**config.mk**
```make
export PLATFORM = sky130hd
export DESIGN_NAME = ssp_rx_timeout_tick
export DESIGN_NICKNAME = d
export VERILOG_FILES = /design/src/rtl/ssp_rx_timeout_tick.sv
export SDC_FILE = /design/constraint.sdc
export NUM_CORES = 1
export LEC_CHECK = 0
export CORE_ASPECT_RATIO = 1.5
export CORE_MARGIN = 2
export CORE_UTILIZATION = 30
export CTS_CLUSTER_SIZE = 12
export DETAILED_ROUTE_END_ITERATION = 7
export SLEW_MARGIN = 10
export SYNTH_ARGS = -nofsm -noshare
export SYNTH_HDL_FRONTEND = slang
export SYNTH_SLANG_ARGS = --single-unit
```
**constraint.sdc**
```tcl
create_clock -name SSPCLK_i -period 1.6 [get_ports SSPCLK_i]
set_input_delay 0.48 -clock SSPCLK_i [delete_from_list [all_inputs] [get_ports SSPCLK_i]]
set_output_delay 0.48 -clock SSPCLK_i [all_outputs]
set_load 0.01 [all_outputs]
```
**src/rtl/ssp_rx_timeout_tick.sv**
```systemverilog
// ---------------------------------------------------------------------------
// ssp_rx_timeout_tick
//
// Purpose
//   Bit-period timebase and receive-activity detector that feeds the SSP
//   receive-idle detector.  Runs entirely in the SSPCLK domain.
//     - IncRxTimeOut_o : one-cycle pulse per serial bit period, where the bit
//                        period is DivEff*(SCR+1) SSPCLK cycles.
//     - MRxRT_o        : one-cycle pulse one cycle after the master core
//                        samples a receive bit.
//     - SRxRT_o        : one-cycle pulse one cycle after an active SCLK edge
//                        is seen in slave mode.
//   Any receive activity (or the block being disabled) restarts the
//   timebase, so the idle count downstream is aligned to the last bit seen.
//
// Parameters
//   CNT_W          width of CPSDVSR/SCR and of both internal counters
//
// Ports
//   SSPCLK_i       main SSP clock, only clock of the block
//   SSPRST_i       asynchronous active-high reset
//   SSE_i          SSP enable, already synchronous to SSPCLK
//   MS_i           0 = master, 1 = slave
//   SPO_i          SCLK polarity: 0 = rising edge active, 1 = falling edge
//   CPSDVSR_i      clock prescale divisor (LSB ignored, minimum 2)
//   SCR_i          serial clock rate
//   MRxBit_i       master core sampled an Rx bit (1-cycle pulse)
//   SCLKINSync_i   synchronised slave serial clock
//   IncRxTimeOut_o bit-period tick (1-cycle pulse)
//   MRxRT_o        master Rx activity / reload pulse
//   SRxRT_o        slave Rx activity / reload pulse
// ---------------------------------------------------------------------------
module ssp_rx_timeout_tick #(
    parameter int CNT_W = 8
) (
    input  logic             SSPCLK_i,
    input  logic             SSPRST_i,
    input  logic             SSE_i,
    input  logic             MS_i,
    input  logic             SPO_i,
    input  logic [CNT_W-1:0] CPSDVSR_i,
    input  logic [CNT_W-1:0] SCR_i,
    input  logic             MRxBit_i,
    input  logic             SCLKINSync_i,
    output logic             IncRxTimeOut_o,
    output logic             MRxRT_o,
    output logic             SRxRT_o
);

    localparam logic [CNT_W-1:0] ONE     = CNT_W'(1);
    localparam logic [CNT_W-1:0] DIV_MIN = CNT_W'(2);

    // -----------------------------------------------------------------------
    // State
    // -----------------------------------------------------------------------
    logic [CNT_W-1:0] pre_cnt_q, pre_cnt_d;   // prescaler, counts DivEff-1..0
    logic [CNT_W-1:0] scr_cnt_q, scr_cnt_d;   // rate counter, counts SCR..0
    logic             sclk_del_q;             // SCLKINSync one cycle ago
    logic             inc_q, inc_d;
    logic             mrxrt_q, mrxrt_d;
    logic             srxrt_q, srxrt_d;

    // -----------------------------------------------------------------------
    // Effective divisor: the LSB of CPSDVSR is dropped and anything below 2
    // is forced to 2, so the prescaler reload value is always at least 1.
    // -----------------------------------------------------------------------
    logic [CNT_W-1:0] cps_even;
    logic [CNT_W-1:0] div_eff;
    logic [CNT_W-1:0] pre_reload;

    always_comb begin
        cps_even   = CPSDVSR_i & ~ONE;
        div_eff    = (cps_even < DIV_MIN) ? DIV_MIN : cps_even;
        pre_reload = div_eff - ONE;
    end

    // -----------------------------------------------------------------------
    // Activity detect
    // A slave edge is a change on SCLKINSync whose new level matches the
    // active level for the selected polarity (rising for SPO=0, falling for
    // SPO=1).  The delay register tracks SCLKINSync even while disabled, so
    // a line that is already high when SSE rises is not mistaken for an edge.
    // -----------------------------------------------------------------------
    logic m_act;
    logic s_act;
    logic sclk_edge;
    logic sclk_active_lvl;
    logic restart;

    always_comb begin
        sclk_edge       = SCLKINSync_i ^ sclk_del_q;
        sclk_active_lvl = SCLKINSync_i ^ SPO_i;
        m_act           = SSE_i & ~MS_i & MRxBit_i;
        s_act           = SSE_i &  MS_i & sclk_edge & sclk_active_lvl;
        restart         = ~SSE_i | m_act | s_act;
    end

    // -----------------------------------------------------------------------
    // Timebase next state
    // The prescaler reloads from the live CPSDVSR and the rate counter from
    // the live SCR only at their reload points, so a divisor change never
    // truncates the count in progress.  Restart takes priority over a
    // terminal count in the same cycle, which suppresses that tick.
    // -----------------------------------------------------------------------
    logic pre_tc;
    logic scr_tc;

    always_comb begin
        pre_tc    = (pre_cnt_q == '0);
        scr_tc    = (scr_cnt_q == '0);

        pre_cnt_d = pre_cnt_q;
        scr_cnt_d = scr_cnt_q;
        inc_d     = 1'b0;

        if (restart) begin
            pre_cnt_d = pre_reload;
            scr_cnt_d = SCR_i;
        end else begin
            inc_d = pre_tc & scr_tc;
            if (pre_tc) begin
                pre_cnt_d = pre_reload;
                scr_cnt_d = scr_tc ? SCR_i : (scr_cnt_q - ONE);
            end else begin
                pre_cnt_d = pre_cnt_q - ONE;
            end
        end

        mrxrt_d = m_act;
        srxrt_d = s_act;
    end

    // -----------------------------------------------------------------------
    // Registers
    // Reset state is equivalent to a restart with DivEff=2, SCR=0, so the
    // first tick after release arrives on the second cycle.
    // -----------------------------------------------------------------------
    always_ff @(posedge SSPCLK_i or posedge SSPRST_i) begin
        if (SSPRST_i) begin
            pre_cnt_q  <= ONE;
            scr_cnt_q  <= '0;
            sclk_del_q <= 1'b0;
            inc_q      <= 1'b0;
            mrxrt_q    <= 1'b0;
            srxrt_q    <= 1'b0;
        end else begin
            pre_cnt_q  <= pre_cnt_d;
            scr_cnt_q  <= scr_cnt_d;
            sclk_del_q <= SCLKINSync_i;
            inc_q      <= inc_d;
            mrxrt_q    <= mrxrt_d;
            srxrt_q    <= srxrt_d;
        end
    end

    assign IncRxTimeOut_o = inc_q;
    assign MRxRT_o        = mrxrt_q;
    assign SRxRT_o        = srxrt_q;

endmodule
```
==> results of run 1 <==
## routing by layer
metal / GRT usage [%] / vias to the layer above
met5: 0 / -
met1: 18.2 / 719
met3: 2.24 / 12
met2: 34.9 / 29
li1: - / 695
met4: 7.85 / 0
## path summary, 6_finish.rpt
path	startpoint	to	slack (ns)
max	scr_cnt_q[1]$_DFFE_PP0P_	scr_cnt_q[5]$_DFFE_PP0P_	-0.16
min	SCLKINSync_i	sclk_del_q$_DFF_PP0_	0.50
max reg2reg	scr_cnt_q[1]$_DFFE_PP0P_	scr_cnt_q[5]$_DFFE_PP0P_	-0.16
min reg2reg	pre_cnt_q[0]$_DFF_PP1_	pre_cnt_q[0]$_DFF_PP1_	0.59
max in group asynchronous	SSPRST_i	pre_cnt_q[0]$_DFF_PP1_	0.77
min in group asynchronous	SSPRST_i	pre_cnt_q[1]$_DFF_PP0_	0.55
## layout make-up
class	instances	area, um^2	area share [%]
Tap cell	48	60.1	2.50
Clock buffer	4	45.0	1.87
Multi-Input combinational cell	108	1020	42.4
Inverter	9	33.8	1.40
Timing Repair Buffer	86	743	30.9
Sequential cell	20	504	21.0
## critical path, stage by stage (launching register included)
cell and delay [ns]:
dfrtp_1 0.44, or4_4 0.57, o41ai_4 0.35, o41ai_2 0.12, a22o_1 0.18
## per-stage QoR
step	setup TNS (ns)	util [%]	setup slack, ns	power (uW)
2_1_floorplan	-0.0835	-	-0.0336	863
3_3_place_gp	-6.64	46.2	-0.475	1120
3_5_place_dp	-7.62	46.2	-0.568	1140
4_1_cts	-0.430	51.2	-0.0805	1550
5_1_grt	-1.23	54.3	-0.196	1700
6_report	-0.544	54.3	-0.165	1610
## cells in the final DEF (no fill, tap or decap), types with 3 or more instances in the layout
cell type,n
inv_2,3
nor3_1,3
nand2_1,8
buf_6,11
buf_4,51
nor2_1,10
a21oi_1,5
clkbuf_8,3
a21oi_2,3
inv_1,6
mux2i_1,9
dfrtp_1,17
xor2_1,7
dlygate4sd2_1,10
nor4_4,3
o21ai_1,3
clkdlybuf4s50_1,9
nand4b_1,3
dlymetal6s2s_1,3
## power by group through the flow
| stage | Sequential [uW] | Clock (uW) | Combinational (uW) |
|---|---|---|---|
| after floorplan | 639 | 0 | 224 |
| after global placement | 640 | 0 | 483 |
| after detailed placement | 644 | 0 | 498 |
| after CTS | 633 | 359 | 560 |
| after global routing | 645 | 385 | 668 |
| final | 640 | 356 | 615 |
## flip-flops by register name, indices dropped and copies added, names as in the netlist
name and cells:
sclk_del_q 1, IncRxTimeOut_o 1, scr_cnt_q 8, pre_cnt_q 8
MRxRT_o 1, SRxRT_o 1
## repair_timing
action                                  in CTS  in global routing
endpoints found under the setup margin      17                 18
resized for setup                           38                 28
setup buffers                               11                  3
pin swaps                                   13                  9
## logic make-up (layout without fill, tap and decap cells)
group           Yosys count  after routing  share of synthesized area (%)
compound gates           32             32                           18.0
xor+xnor                  9              9                           5.79
simple gates             52             52                           24.5
fa+ha+maj                 5              5                           4.60
buf+inv                  10             99                           2.76
flops                    20             20                           36.9
mux                      10             10                           7.45
==> results by group, run 1 <==
Outcome
  – Status: finished with violations
  – Violations in the final reports: setup timing

Final layout
  – Final Non-Filler Cells: 275
  – Fraction of final layout cells sized beyond drive strength 1: a little under half
  – ANT cells: 0
  – Layout Nets: between 200 and 300
  – Fill cell count: between 400 and 500
  – Finished Cell Area: 0.00240 mm^2
  – P&R area growth vs syn: 76.7%

Place
  – Placed cell areas: 0.00204 mm^2
  – DP Cell Count: 257
  – Placer congestion estimate: 0.880
  – IO Port Bufs: 24
  – Post-DP HPWL: 3230 um

Clock tree
  – CTS Buf Count: 3
  – CTS sink cnt: 20
  – Post-CTS Hold Fix Bufs: 0
  – CTS tree: yes
  – Clock transition at the registers of the reported paths: approximately 0.080 ns
  – CTS root buf: clkbuf_8
  – CTS max path bufs: 2
  – H-tree depth: 1
  – Clock latency on the worst-skew pair: 0.26 ns

Timing
  – Max-slew headroom: 80.5%
  – Final worst setup slack: -0.165 ns
  – Endpoints failing setup: 9
  – Fmax achieved: 567 MHz
  – Hold Vio Cnt, Final: 0
  – Clock period minus worst slack: 1.76 ns
  – Slew @ Worst Pin: 0.293 ns
  – Final slew viol count: 0
  – Fin crit share: 110%
  – Final Skew: 0.00197 ns
  – RSZ-0062 raised after global routing: true
  – Hold_ws: 0.499 ns

Critical path
  – Worst EP required: 1.76 ns
  – Worst Path Max Fanout: 3
  – R2R depth: 4
  – CP Class: flop to flop
  – Crit end category: flop
  – Critical Path AT: 1.92 ns
  – Crit start category: flop

Logic synthesis
  – EDFF count, synth: 0
  – Unique cell type count in the Yosys netlist: 50
  – Most instantiated cells after synthesis: dfrtp_1, nand2_1, nor2_1
  – Synth area leader: dfrtp_1
  – Share of synthesized registers carrying an async set or reset: 100%
  – Main synth FF type: dfrtp_1
  – Area contributors post-synth: dfrtp_1, mux2i_1, ha_1
  – Yosys warns: 0
  – Synthesized flop and latch total: 20
  – Top-count cell post-synth: dfrtp_1
  – Syn Area/Cell: roughly 9.9 um^2
  – Syn nets: 166
  – Seq/Total Area, Yosys: roughly 37%
  – Post-synthesis cell area: 0.00136 mm^2
  – Yosys top cell area share: 34.9%
  – Post-synthesis cell count: 138

Power and ir drop
  – Pwr/cell area: 670 mW/mm^2
  – Switching part of the total: 32.5%
  – Pleak: approximately 0.0011 uW
  – Combinational share of power: 38.2%
  – Sequential power share: 39.7%
  – Pint: 1090 uW
  – P_sw: 523 uW
  – Clk pwr share: 22.1%
  – Peak supply drop: ~0.00032 V

Routing
  – Met2 wire length: 2540 um
  – M1 WL: 1580 um
  – Drt first pass iters: 4
  – Via count: roughly 1,500
  – Highest metal used: met4
  – Via-to-Cell Ratio: 5.29
  – First DRT Iteration DRCs: 39
  – Drt total wl: 4350 um
  – Met3 WL: approximately 83 um
  – WL/cell: 15.8 um
  – DR DRC count: 0
  – Routed Antenna Nets: 0

Floorplan
  – Die area: 0.00510 mm^2
  – Core ar.: 0.00443 mm^2
  – Die Span Y: slightly below 90 um
  – Initial Util: 30.7%
  – Die width: 59 um
  – Row cnt: 30
  – # IOs: 26

GRT
  – First-pass GRT wire length: roughly 7100 um
  – Gr ovfl total: 0
  – Initial antenna violation count: 0
  – Largest net degree at the start of global routing: 21
  – Total GRT Usage: between 10% and 20%
  – Vias in the first global route: ~1,600

Hold path
  – Hold Path Class: input pin to flop
  – WHS Path Cells: 1

Flow run
  – Max-Cap Viols: 0
(Power assumes the default switching activity.)
==> run 2: changes to the inputs <==
CORE_MARGIN = default   (was 2)
==> run 2 against run 1 <==
The flow finishes with violations (DRC, setup timing). Critical endpoint unchanged. Largest cell class unchanged. Wire length is 6.7% lower. Total power is 7.0% higher. Maximum frequency is 4.0% higher. Non-clock buffer count is 5 lower. Critical path type unchanged.
==> results by group, run 2 (synthesized netlist as in run 1, its figures left out) <==
Final layout
  – Commonest non-fill, non-tap cells in the layout: buf_4, dfrtp_1, clkdlybuf4s50_1
  – Top flop regs: pre_cnt_q x8, scr_cnt_q x8
  – Commonest non-fill, non-tap cell in the layout: buf_4
  – Final Non-Filler Cells: 268 (-2.5%)
  – Fraction of final layout cells sized beyond drive strength 1: 41.0% (-6.6 points)
  – Layout Utilization: 53.3% (-0.96 points)
  – Fill cell count: 412 (+2.0%)
  – ANT cells: 0 (unchanged)
  – P&R area growth vs syn: 67.7%
  – Layout Nets: 251 (-2.0%)

Floorplan
  – Core ar.: 0.00428 mm^2 (-3.3%)
  – Die Span Y: 84.5 um (-2.3%)
  – Die area: 0.00482 mm^2 (-5.6%)
  – Row cnt: 29 (-3.3%)
  – # IOs: 26 (unchanged)
  – Die width: 57 um (-3.4%)
  – Initial Util: 31.8% (+1.1 points)

Timing
  – Final slew viol count: 0 (unchanged)
  – Fmax achieved: 589 MHz (+4.0%)
  – Clock period minus worst slack: 1.70 ns (-0.0673 ns)
  – Fin crit share: 106% (-4.2 points)
  – Slew @ Worst Pin: 0.348 ns (+0.0552 ns)
  – Final setup TNS: -0.489 ns (+0.0547 ns)
  – Endpoints failing setup: 12 (+3)
  – Hold Vio Cnt, Final: 0 (unchanged)
  – Max-slew headroom: 76.6% (-3.9 points)
  – Final worst setup slack: -0.0976 ns (+0.0673 ns)
  – RSZ-0062 raised after global routing: true
  – Final Skew: 0.00180 ns (-0.000172 ns)

GRT
  – Total GRT Usage: 18.2% (+0.29 points)
  – Gr ovfl total: 0 (unchanged)
  – Initial antenna violation count: 0 (unchanged)
  – Vias in the first global route: 1,616 (+4.0%)
  – Largest net degree at the start of global routing: 21 (unchanged)
  – First-pass GRT wire length: 6870 um (-2.6%)

Place
  – IO Port Bufs: 24 (unchanged)
  – Post-DP HPWL: 3230 um (+0.13%)
  – Placer congestion estimate: 0.858 (-2.5%)
  – Pre-CTS setup slack: -0.534 ns (+0.0334 ns)
  – DP Cell Count: 255 (-0.78%)

Critical path
  – Critical R2R Launch: scr_cnt_q[1]$_DFFE_PP0P_
  – Worst EP required: 1.75 ns (about the same)
  – FF-to-FF setup slack: -0.1 ns (+0.07 ns)
  – Critical Path AT: 1.85 ns (-0.07 ns)
  – Crit start category: flop
  – FF-to-FF End: scr_cnt_q[5]$_DFFE_PP0P_
  – R2R depth: 4 (unchanged)
  – Crit end category: flop
  – CP Class: flop to flop
  – Worst Path Max Fanout: 3 (unchanged)

Hold path
  – Hold Path Class: input pin to async pin

Power and ir drop
  – Pwr/cell area: 755 mW/mm^2 (+13%)
  – Pwr Total: 1720 uW (+7.0%)
  – Pleak: 0.00104 uW (-8.0%)
  – Peak supply drop: 0.000452 V (+43%)

Clock tree
  – Post-CTS Hold Fix Bufs: 0 (unchanged)
  – CTS sink cnt: 20 (unchanged)
  – CTS Buf Count: 3 (unchanged)
  – CTS root buf: clkbuf_8
  – Clock transition at the registers of the reported paths: 0.08 ns (about the same)
  – H-tree depth: 1 (unchanged)
  – CTS tree: yes
  – CTS max path bufs: 2 (unchanged)
  – Clock latency on the worst-skew pair: 0.26 ns (about the same)

Routing
  – First DRT Iteration DRCs: 18 (-54%)
  – DR DRC count: 2 (+2)
  – Drt first pass iters: 6 (+2)
  – Routed Antenna Nets: 0 (unchanged)
  – Drt total wl: 4060 um (-6.7%)
  – WL/cell: 15.1 um (-4.3%)
  – Via-to-Cell Ratio: 5.35 (+1.1%)
  – Via count: 1,433 (-1.5%)

Outcome
  – Status: finished with violations
  – Violations in the final reports: DRC, setup timing

Flow run
  – Max-Cap Viols: 0 (unchanged)
-- run 2: cell count changes in the layout (fill, tap and decap cells not counted), moves of 3 or more --
cell	delta
clkdlybuf4s50_1	+4
a21oi_1	+3
buf_6	-4
a21oi_2	-3
-- run 2: layout make-up --
class                           instances  area, um^2  area share, %
Clock buffer                            3        41.3           1.81
Inverter                                9        33.8           1.48
Clock inverter                          1        30.0           1.32
Timing Repair Buffer                   81         688           30.1
Multi-Input combinational cell        108         931           40.8
Tap cell                               46        57.6           2.52
Sequential cell                        20         502           22.0
-- run 2: timing repair --
item / in CTS / in global routing
endpoints found under the hold margin: 0 / 0
buffers inserted: 10 / 1
gates resized for setup: 30 / 7
gates cloned: 0 / 0
pin swaps: 20 / 3
setup endpoints to repair: 16 / 17
-- run 2: critical path, cell delays in order (launching register included) --
cell and delay, ns:
dfrtp_1 0.42, or4_1 0.52, o41ai_2 0.33, o41ai_1 0.12
a22o_1 0.20
-- run 2: report_power, final --
part | internal [uW] | switching (uW) | leakage [uW] | total, uW
combinational | 331 | 245 | 0.000768 | 575
clock | 334 | 185 | 0.0000357 | 520
sequential | 561 | 68.9 | 0.000239 | 629
total | 1230 | 499 | 0.00104 | 1720
-- run 2: worst max path at each step --
stage	from	endpoint	slack (ns)
6_report	scr_cnt_q[1]$_DFFE_PP0P_	scr_cnt_q[5]$_DFFE_PP0P_	-0.1
5_1_grt	pre_cnt_q[1]$_DFF_PP0_	scr_cnt_q[7]$_DFFE_PP0P_	-0.14
4_1_cts	scr_cnt_q[1]$_DFFE_PP0P_	scr_cnt_q[5]$_DFFE_PP0P_	-0.1
3_5_place_dp	SPO_i	pre_cnt_q[6]$_DFF_PP0_	-0.53
3_3_place_gp	SPO_i	pre_cnt_q[4]$_DFF_PP0_	-0.45
2_1_floorplan	SCLKINSync_i	pre_cnt_q[1]$_DFF_PP0_	-0.03
-- run 2: per-stage QoR --
| step | hold WS, ns | instance area, um^2 |
|---|---|---|
| after CTS | 0.563 | 2240 |
| final | 0.539 | 2280 |
| after global placement | 0.559 | 2040 |
| after detailed placement | 0.560 | 2040 |
| after global routing | 0.572 | 2280 |
| after floorplan | 0.429 | 1390 |
-- run 2: per-layer routing --
layer	share of wire, %	global-route usage, %
met3	3.0	2.16
met1	36	17.7
met4	4.8	11.5
met2	57	35.1
met5	0	0
==> run 3: changes to the inputs <==
CAP_MARGIN = 20   (was default)
==> results of run 3 <==
Final layout, timing and power as in run 2 (identical DEF).
